$ cat config.mk
export PLATFORM = sky130hd
export DESIGN_NAME = menu_text_buffer
export DESIGN_NICKNAME = d
export VERILOG_FILES = /design/src/rtl/vga_pkg.sv /design/src/rtl/text_buffer_ram.sv /design/src/rtl/menu_text_buffer.sv
export SDC_FILE = /design/constraint.sdc
export NUM_CORES = 2
export LEC_CHECK = 0
export BUFFER_PORTS_ARGS = -buffer_cell sky130_fd_sc_hd__clkbuf_2
export CORE_MARGIN = 1
export CORE_UTILIZATION = 50
export CTS_CLUSTER_DIAMETER = 30
export DETAILED_ROUTE_END_ITERATION = 16
export GPL_ROUTABILITY_DRIVEN = 0
export PLACE_DENSITY = 0.65
export SETUP_SLACK_MARGIN = 0.1
export SYNTH_ARGS = -nofsm -noshare
export SYNTH_HDL_FRONTEND = slang
export SYNTH_SLANG_ARGS = --single-unit
$ cat constraint.sdc
create_clock -name clk -period 17.6 [get_ports clk]
set_input_delay 0 -clock clk [delete_from_list [all_inputs] [get_ports clk]]
set_output_delay 0 -clock clk [all_outputs]
set_load 0.01 [all_outputs]
$ cat src/rtl/vga_pkg.sv
// Shared VGA/text-path definitions: character constants and text command encoding.
package vga_pkg;

  localparam int unsigned CHAR_W  = 7;
  localparam int unsigned ADDR_W  = 8;
  localparam int unsigned DEPTH   = 256;

  localparam logic [CHAR_W-1:0] SPACE = 7'h20;

  // Text stream command carried alongside each write request.
  typedef enum logic [1:0] {
    TXT_CHAR = 2'd0,
    TXT_BS   = 2'd1,
    TXT_NL   = 2'd2,
    TXT_CLR  = 2'd3
  } txt_cmd_t;

  typedef enum logic {
    ST_CLEAR = 1'b0,
    ST_IDLE  = 1'b1
  } tb_state_t;

endpackage

$ cat src/rtl/text_buffer_ram.sv
// 256x7 single-write/single-read RAM, registered read-first output, array not reset.
//   clk, rst           : clock, async active-high reset (read register only)
//   we, waddr, wdata   : write port
//   raddr, rdata       : read address, registered read data (1 clk latency)
module text_buffer_ram
  import vga_pkg::*;
(
  input  logic              clk,
  input  logic              rst,
  input  logic              we,
  input  logic [ADDR_W-1:0] waddr,
  input  logic [CHAR_W-1:0] wdata,
  input  logic [ADDR_W-1:0] raddr,
  output logic [CHAR_W-1:0] rdata
);

  logic [CHAR_W-1:0] mem [DEPTH];
  logic [CHAR_W-1:0] rd_d;
  logic [CHAR_W-1:0] rd_q;

  // Combinational array read sampled before this edge's write: read-first.
  always_comb begin
    rd_d = mem[raddr];
  end

  always_ff @(posedge clk) begin
    if (we) begin
      mem[waddr] <= wdata;
    end
  end

  always_ff @(posedge clk or posedge rst) begin
    if (rst) begin
      rd_q <= '0;
    end else begin
      rd_q <= rd_d;
    end
  end

  assign rdata = rd_q;

endmodule

$ cat src/rtl/menu_text_buffer.sv
// Writable 16x16 character screen buffer with managed cursor and clear sweep.
//   clk, rst              : clock, async active-high reset
//   char_xy / char_code   : renderer read port, [7:4] row [3:0] col, 1 clk latency
//   wr_valid/ready/cmd/code : command stream (CHAR, BS, NL, CLR)
//   cursor_xy, full, busy : cursor position, last-cell-written flag, sweep active
module menu_text_buffer
  import vga_pkg::*;
#(
  parameter logic [6:0] CLEAR_CODE = SPACE
) (
  input  logic       clk,
  input  logic       rst,
  input  logic [7:0] char_xy,
  output logic [6:0] char_code,
  input  logic       wr_valid,
  output logic       wr_ready,
  input  logic [1:0] wr_cmd,
  input  logic [6:0] wr_code,
  output logic [7:0] cursor_xy,
  output logic       full,
  output logic       busy
);

  localparam int unsigned CLR_CYCLES = DEPTH;

  tb_state_t   state_q, state_d;
  logic [7:0]  cnt_q, cnt_d;
  logic [7:0]  cursor_q, cursor_d;
  logic        full_q, full_d;
  logic        busy_q, busy_d;
  logic        ready_q, ready_d;

  logic        we_c;
  logic [7:0]  waddr_c;
  logic [6:0]  wdata_c;
  txt_cmd_t    cmd_c;
  logic        accept_c;

  assign cmd_c    = txt_cmd_t'(wr_cmd);
  assign accept_c = wr_valid && ready_q;

  // Next-state, cursor update and RAM write decode.
  always_comb begin
    state_d  = state_q;
    cnt_d    = cnt_q;
    cursor_d = cursor_q;
    full_d   = full_q;
    we_c     = 1'b0;
    waddr_c  = cursor_q;
    wdata_c  = CLEAR_CODE;

    case (state_q)
      ST_CLEAR: begin
        we_c    = 1'b1;
        waddr_c = cnt_q;
        if (cnt_q == 8'(CLR_CYCLES - 1)) begin
          state_d = ST_IDLE;
          cnt_d   = '0;
        end else begin
          cnt_d = cnt_q + 8'd1;
        end
      end

      ST_IDLE: begin
        if (accept_c) begin
          case (cmd_c)
            TXT_CHAR: begin
              if (!full_q) begin
                we_c    = 1'b1;
                wdata_c = wr_code;
                // Last cell parks the cursor and raises full instead of wrapping.
                if (cursor_q == 8'hFF) begin
                  full_d = 1'b1;
                end else begin
                  cursor_d = cursor_q + 8'd1;
                end
              end
            end
            TXT_BS: begin
              if (full_q) begin
                we_c    = 1'b1;
                waddr_c = 8'hFF;
                full_d  = 1'b0;
              end else if (cursor_q != 8'h00) begin
                we_c     = 1'b1;
                waddr_c  = cursor_q - 8'd1;
                cursor_d = cursor_q - 8'd1;
              end
            end
            TXT_NL: begin
              if (!full_q && (cursor_q[7:4] != 4'hF)) begin
                cursor_d = {cursor_q[7:4] + 4'd1, 4'h0};
              end
            end
            TXT_CLR: begin
              cursor_d = '0;
              full_d   = 1'b0;
              cnt_d    = '0;
              state_d  = ST_CLEAR;
            end
            default: ;
          endcase
        end
      end

      default: state_d = ST_CLEAR;
    endcase

    busy_d  = (state_d == ST_CLEAR);
    ready_d = (state_d == ST_IDLE);
  end

  always_ff @(posedge clk or posedge rst) begin
    if (rst) begin
      state_q  <= ST_CLEAR;
      cnt_q    <= '0;
      cursor_q <= '0;
      full_q   <= 1'b0;
      busy_q   <= 1'b1;
      ready_q  <= 1'b0;
    end else begin
      state_q  <= state_d;
      cnt_q    <= cnt_d;
      cursor_q <= cursor_d;
      full_q   <= full_d;
      busy_q   <= busy_d;
      ready_q  <= ready_d;
    end
  end

  text_buffer_ram u_ram (
    .clk   (clk),
    .rst   (rst),
    .we    (we_c),
    .waddr (waddr_c),
    .wdata (wdata_c),
    .raddr (char_xy),
    .rdata (char_code)
  );

  assign cursor_xy = cursor_q;
  assign full      = full_q;
  assign busy      = busy_q;
  assign wr_ready  = ready_q;

endmodule

==> key figures <==
Outcome
  – Status: complete, no violations

CTS
  – Clock sinks: about 1800
  – Post_cts resized: 0
  – Cts bufs inserted: approximately 360
  – H-tree levels: 5
  – CTS tree: yes
  – CTS Buffer Depth: 4
  – Setup bufs post-CTS: 0
  – Worst-Skew Late Latency: around 0.90 ns
  – Clk slew on worst S/H paths: 0.05 ns
  – CTS root buffer: clkbuf_16

Global routing
  – GRT Overall Usage: about a quarter
  – Initial antenna violation count: 10
  – First-pass GRT wire length: 262 mm
  – Vias in the first global route: 38100
  – Largest net degree at the start of global routing: 214
  – Final global-route overflow total: 0

STA
  – Final setup skew: 0.0517 ns
  – Slew Limit Headroom: under 10%
  – Setup ws final: about 13 ns
  – WHS: ~0.076 ns
  – Setup_tns: 0 ns
  – RSZ-0062 raised after global routing: false
  – Period minus WS final: about 5.1 ns
  – Endpoints failing setup: 0
  – Final Slew Violations: 0
  – Final Hold Fails: 0
  – Worst Max-Slew Pin Slew: 1.40 ns
  – Crit share post-route: between 20 and 30%
  – Fmax: ~0.20 GHz

Cells and area
  – Layout cells sized above 1: between 20% and 30%
  – N_diodes: 0
  – Area growth syn-to-layout: 20.8%
  – FF+latch area: about 0.054 mm2
  – Fillers: approximately 9800
  – NumNets Final: roughly 3900
  – Multi-input gate area: between 0.015 and 0.02 mm2

Logic synthesis
  – Seq/Total Area, Yosys: about three quarters
  – Net Count, Synth: 3566
  – Synth Area in XOR/XNOR: less than 1%
  – Synth Area in Adders: 0.123%
  – Multiplexer share of the synthesized area: 14.7%
  – Ys async rst share: under 10%
  – Post-synth EDFFs: 1792
  – Gate Count Post-Synth: approximately 3500
  – #FFs+latches synth: ~1800
  – Post-Syn Area per Cell: 20.2 um2
  – Main combinational cell family by area after synthesis: multiplexers
  – Top_reg_cell synth: edfxtp_1
  – Post-synthesis cell type count: between 70 and 80
  – Post-synthesis simple-gate area fraction: 3.57%
  – Synthesized area: 0.0714 mm2
  – Compound-Gate Fraction of Synth Area: just under 4%
  – Yosys warns: 0

Die
  – # IOs: 38
  – Core Rows: between 100 and 150
  – Die H: between 300 and 400 um
  – Die Wd: roughly 380 um
  – Die area: ~0.14 mm2
  – Core Region: between 0.1 and 0.15 mm2
  – Initial core utilization: between 50% and 60%

Critical path
  – Worst EP required: 18.10 ns
  – Crit-path cells: nand4b_2 -> nand2b_1 -> o221a_2 -> a2111oi_2 -> nand3_2 -> nor3_1
  – CP max stage delay: ~1.1 ns
  – R2R Setup Slk: roughly 13 ns
  – Crit path capture: u_ram.mem[133][5]$_DFFE_PP_
  – Worst path top cell family by delay: simple AND/OR/NAND/NOR gates
  – Instance count on the critical path: 6
  – R2R Path End: u_ram.mem[133][5]$_DFFE_PP_
  – Worst Path Max Fanout: 24
  – Worst setup path start: wr_ready$_DFF_PP0_
  – Worst Setup End Kind: register
  – Worst Path Buf+Inv: 0
  – Worst reg-to-reg path cell count: 6
  – R2R Path Start: wr_ready$_DFF_PP0_
  – Critical path class: reg -> reg
  – Slowest CP cell: nor3_1
  – Crit path DAT: ~5.6 ns
  – Startpoint types: register

Detailed routing
  – # DRC: 0
  – Drt initial violations: 4149
  – Detail-routed via count per cell: 6.25
  – Routed Antenna Nets: 0
  – WL/cell: 30.1 um
  – Vias: 37400
  – Drt first pass iters: 5
  – Final WL: roughly 180 mm

Power and ir drop
  – PD cells: roughly 140 mW/mm2
  – Leak pwr: about 24 nW
  – VDD IR-drop max: approximately 0.087 mV

Place
  – DP HPWL: 102 mm
  – I/O Buffers: 37
  – Dpl ws: between 10 and 15 ns

Run
  – Max-cap violations: 0

Hold path
  – HP Class: in -> reg
  – HP Start: char_xy[7]
-- repair_timing --
action	in CTS	in global routing
hold buffers	14	0
setup endpoints to repair	0	0
hold endpoints to repair	421	0
-- placed cells by master, fill, tap and decap left out, types with 15 or more instances in the layout --
cell,n
mux4_2,395
a211oi_1,30
nand2_1,40
a21oi_1,88
edfxtp_1,1792
clkbuf_1,34
a22oi_1,114
nor4_1,27
o22ai_1,42
nand3_1,25
bufinv_16,56
nor3_1,76
clkbuf_16,364
mux2_2,38
inv_6,28
clkbuf_2,33
mux2i_1,119
clkinvlp_4,43
dfrtp_1,25
o21ai_0,47
buf_4,85
nor2_1,241
clkinv_4,24
clkinv_2,32
clkinv_1,47
inv_1,15
-- routing by layer --
| layer | up-vias | part of all wire [%] | GRT usage, % |
|---|---|---|---|
| li1 | 15500 | - | - |
| met5 | - | 0.022 | 0 |
| met4 | 6 | 2.9 | 8.59 |
| met3 | 337 | 9.2 | 5.76 |
| met2 | 1914 | 47 | 38.3 |
| met1 | 19700 | 41 | 35.9 |
-- Yosys cell counts, types with 30 or more instances --
| master | number | area (um2) |
|---|---|---|
| a22oi_1 | 114 | 856 |
| mux2_2 | 38 | 428 |
| o21ai_0 | 47 | 235 |
| nand2_1 | 41 | 154 |
| clkbuf_1 | 97 | 364 |
| nand3_1 | 37 | 185 |
| buf_2 | 78 | 390 |
| a211oi_1 | 30 | 225 |
| mux4_2 | 395 | 8900 |
| mux2i_1 | 119 | 1190 |
| nor3_1 | 76 | 380 |
| nor4_1 | 31 | 194 |
| edfxtp_1 | 1792 | 53800 |
| nor2_1 | 246 | 923 |
| o22ai_1 | 42 | 263 |
| buf_1 | 31 | 116 |
| a21oi_1 | 88 | 440 |
-- worst min path at each step --
stage,endpoint,slack (ns),depth (start not counted)
3_3_place_gp,u_ram.rdata[3]$_DFF_PP0_,0.12,3
2_1_floorplan,cnt_q[0]$_DFFE_PP0P_,0.04,1
3_5_place_dp,u_ram.rdata[3]$_DFF_PP0_,0.12,3
4_1_cts,u_ram.rdata[5]$_DFF_PP0_,0.04,6
5_1_grt,u_ram.rdata[5]$_DFF_PP0_,0.14,6
6_report,u_ram.rdata[5]$_DFF_PP0_,0.08,6
-- where the power goes --
| group | leakage (nW) | internal (W) | switching, W |
|---|---|---|---|
| logic | 4.92 | 0.0000750 | 0.000141 |
| clock network | 5.80 | 0.00459 | 0.00220 |
| registers | 13.6 | 0.00470 | 0.00000853 |
-- tightest hold or removal path, cell delays in order --
cell and delay [ns]:
clkbuf_2 0.18, nor2b_1 0.23, o311ai_0 0.18, nor4_1 0.07, buf_4 0.13, nor3_1 0.12
-- state kept, by name, summed over array words and instances, names as in the netlist --
name,cells
cnt_q,8
full,1
busy,1
wr_ready,1
cursor_xy,8
u_ram.rdata,7
u_ram.mem,1792
-- stage by stage --
stage | utilization (%) | power (W) | area, um2 | instances
4_1_cts | 60.9 | 0.0118 | 86200 | 5992
3_3_place_gp | 52.2 | 0.00500 | 73900 | 5341
6_report | 60.9 | 0.0117 | 86200 | 5992
2_1_floorplan | - | 0.00492 | 71400 | 3539
5_1_grt | 60.9 | 0.0120 | 86200 | 5992
3_5_place_dp | 52.2 | 0.00500 | 73900 | 5343
-- logic make-up (layout without fill, tap and decap cells) --
family,after synthesis,after routing
flip-flops,1818,1818
multiplexers,552,552
AND/OR/NAND/NOR,531,531
AO/OA/AOI/OAI,399,399
buffers and inverters,229,792
adder cells (fa/ha/maj),7,7
XOR/XNOR,3,3
-- layout make-up --
cell class	count	area share, %
inverter	17	0.0740
clock inverter	237	3.37
tap	1890	2.74
timing repair buffer	140	1.25
clock buffer	398	10.7
sequential	1818	63.2
multi-input combinational	1492	18.7
Power figures use the tool's default switching activity.
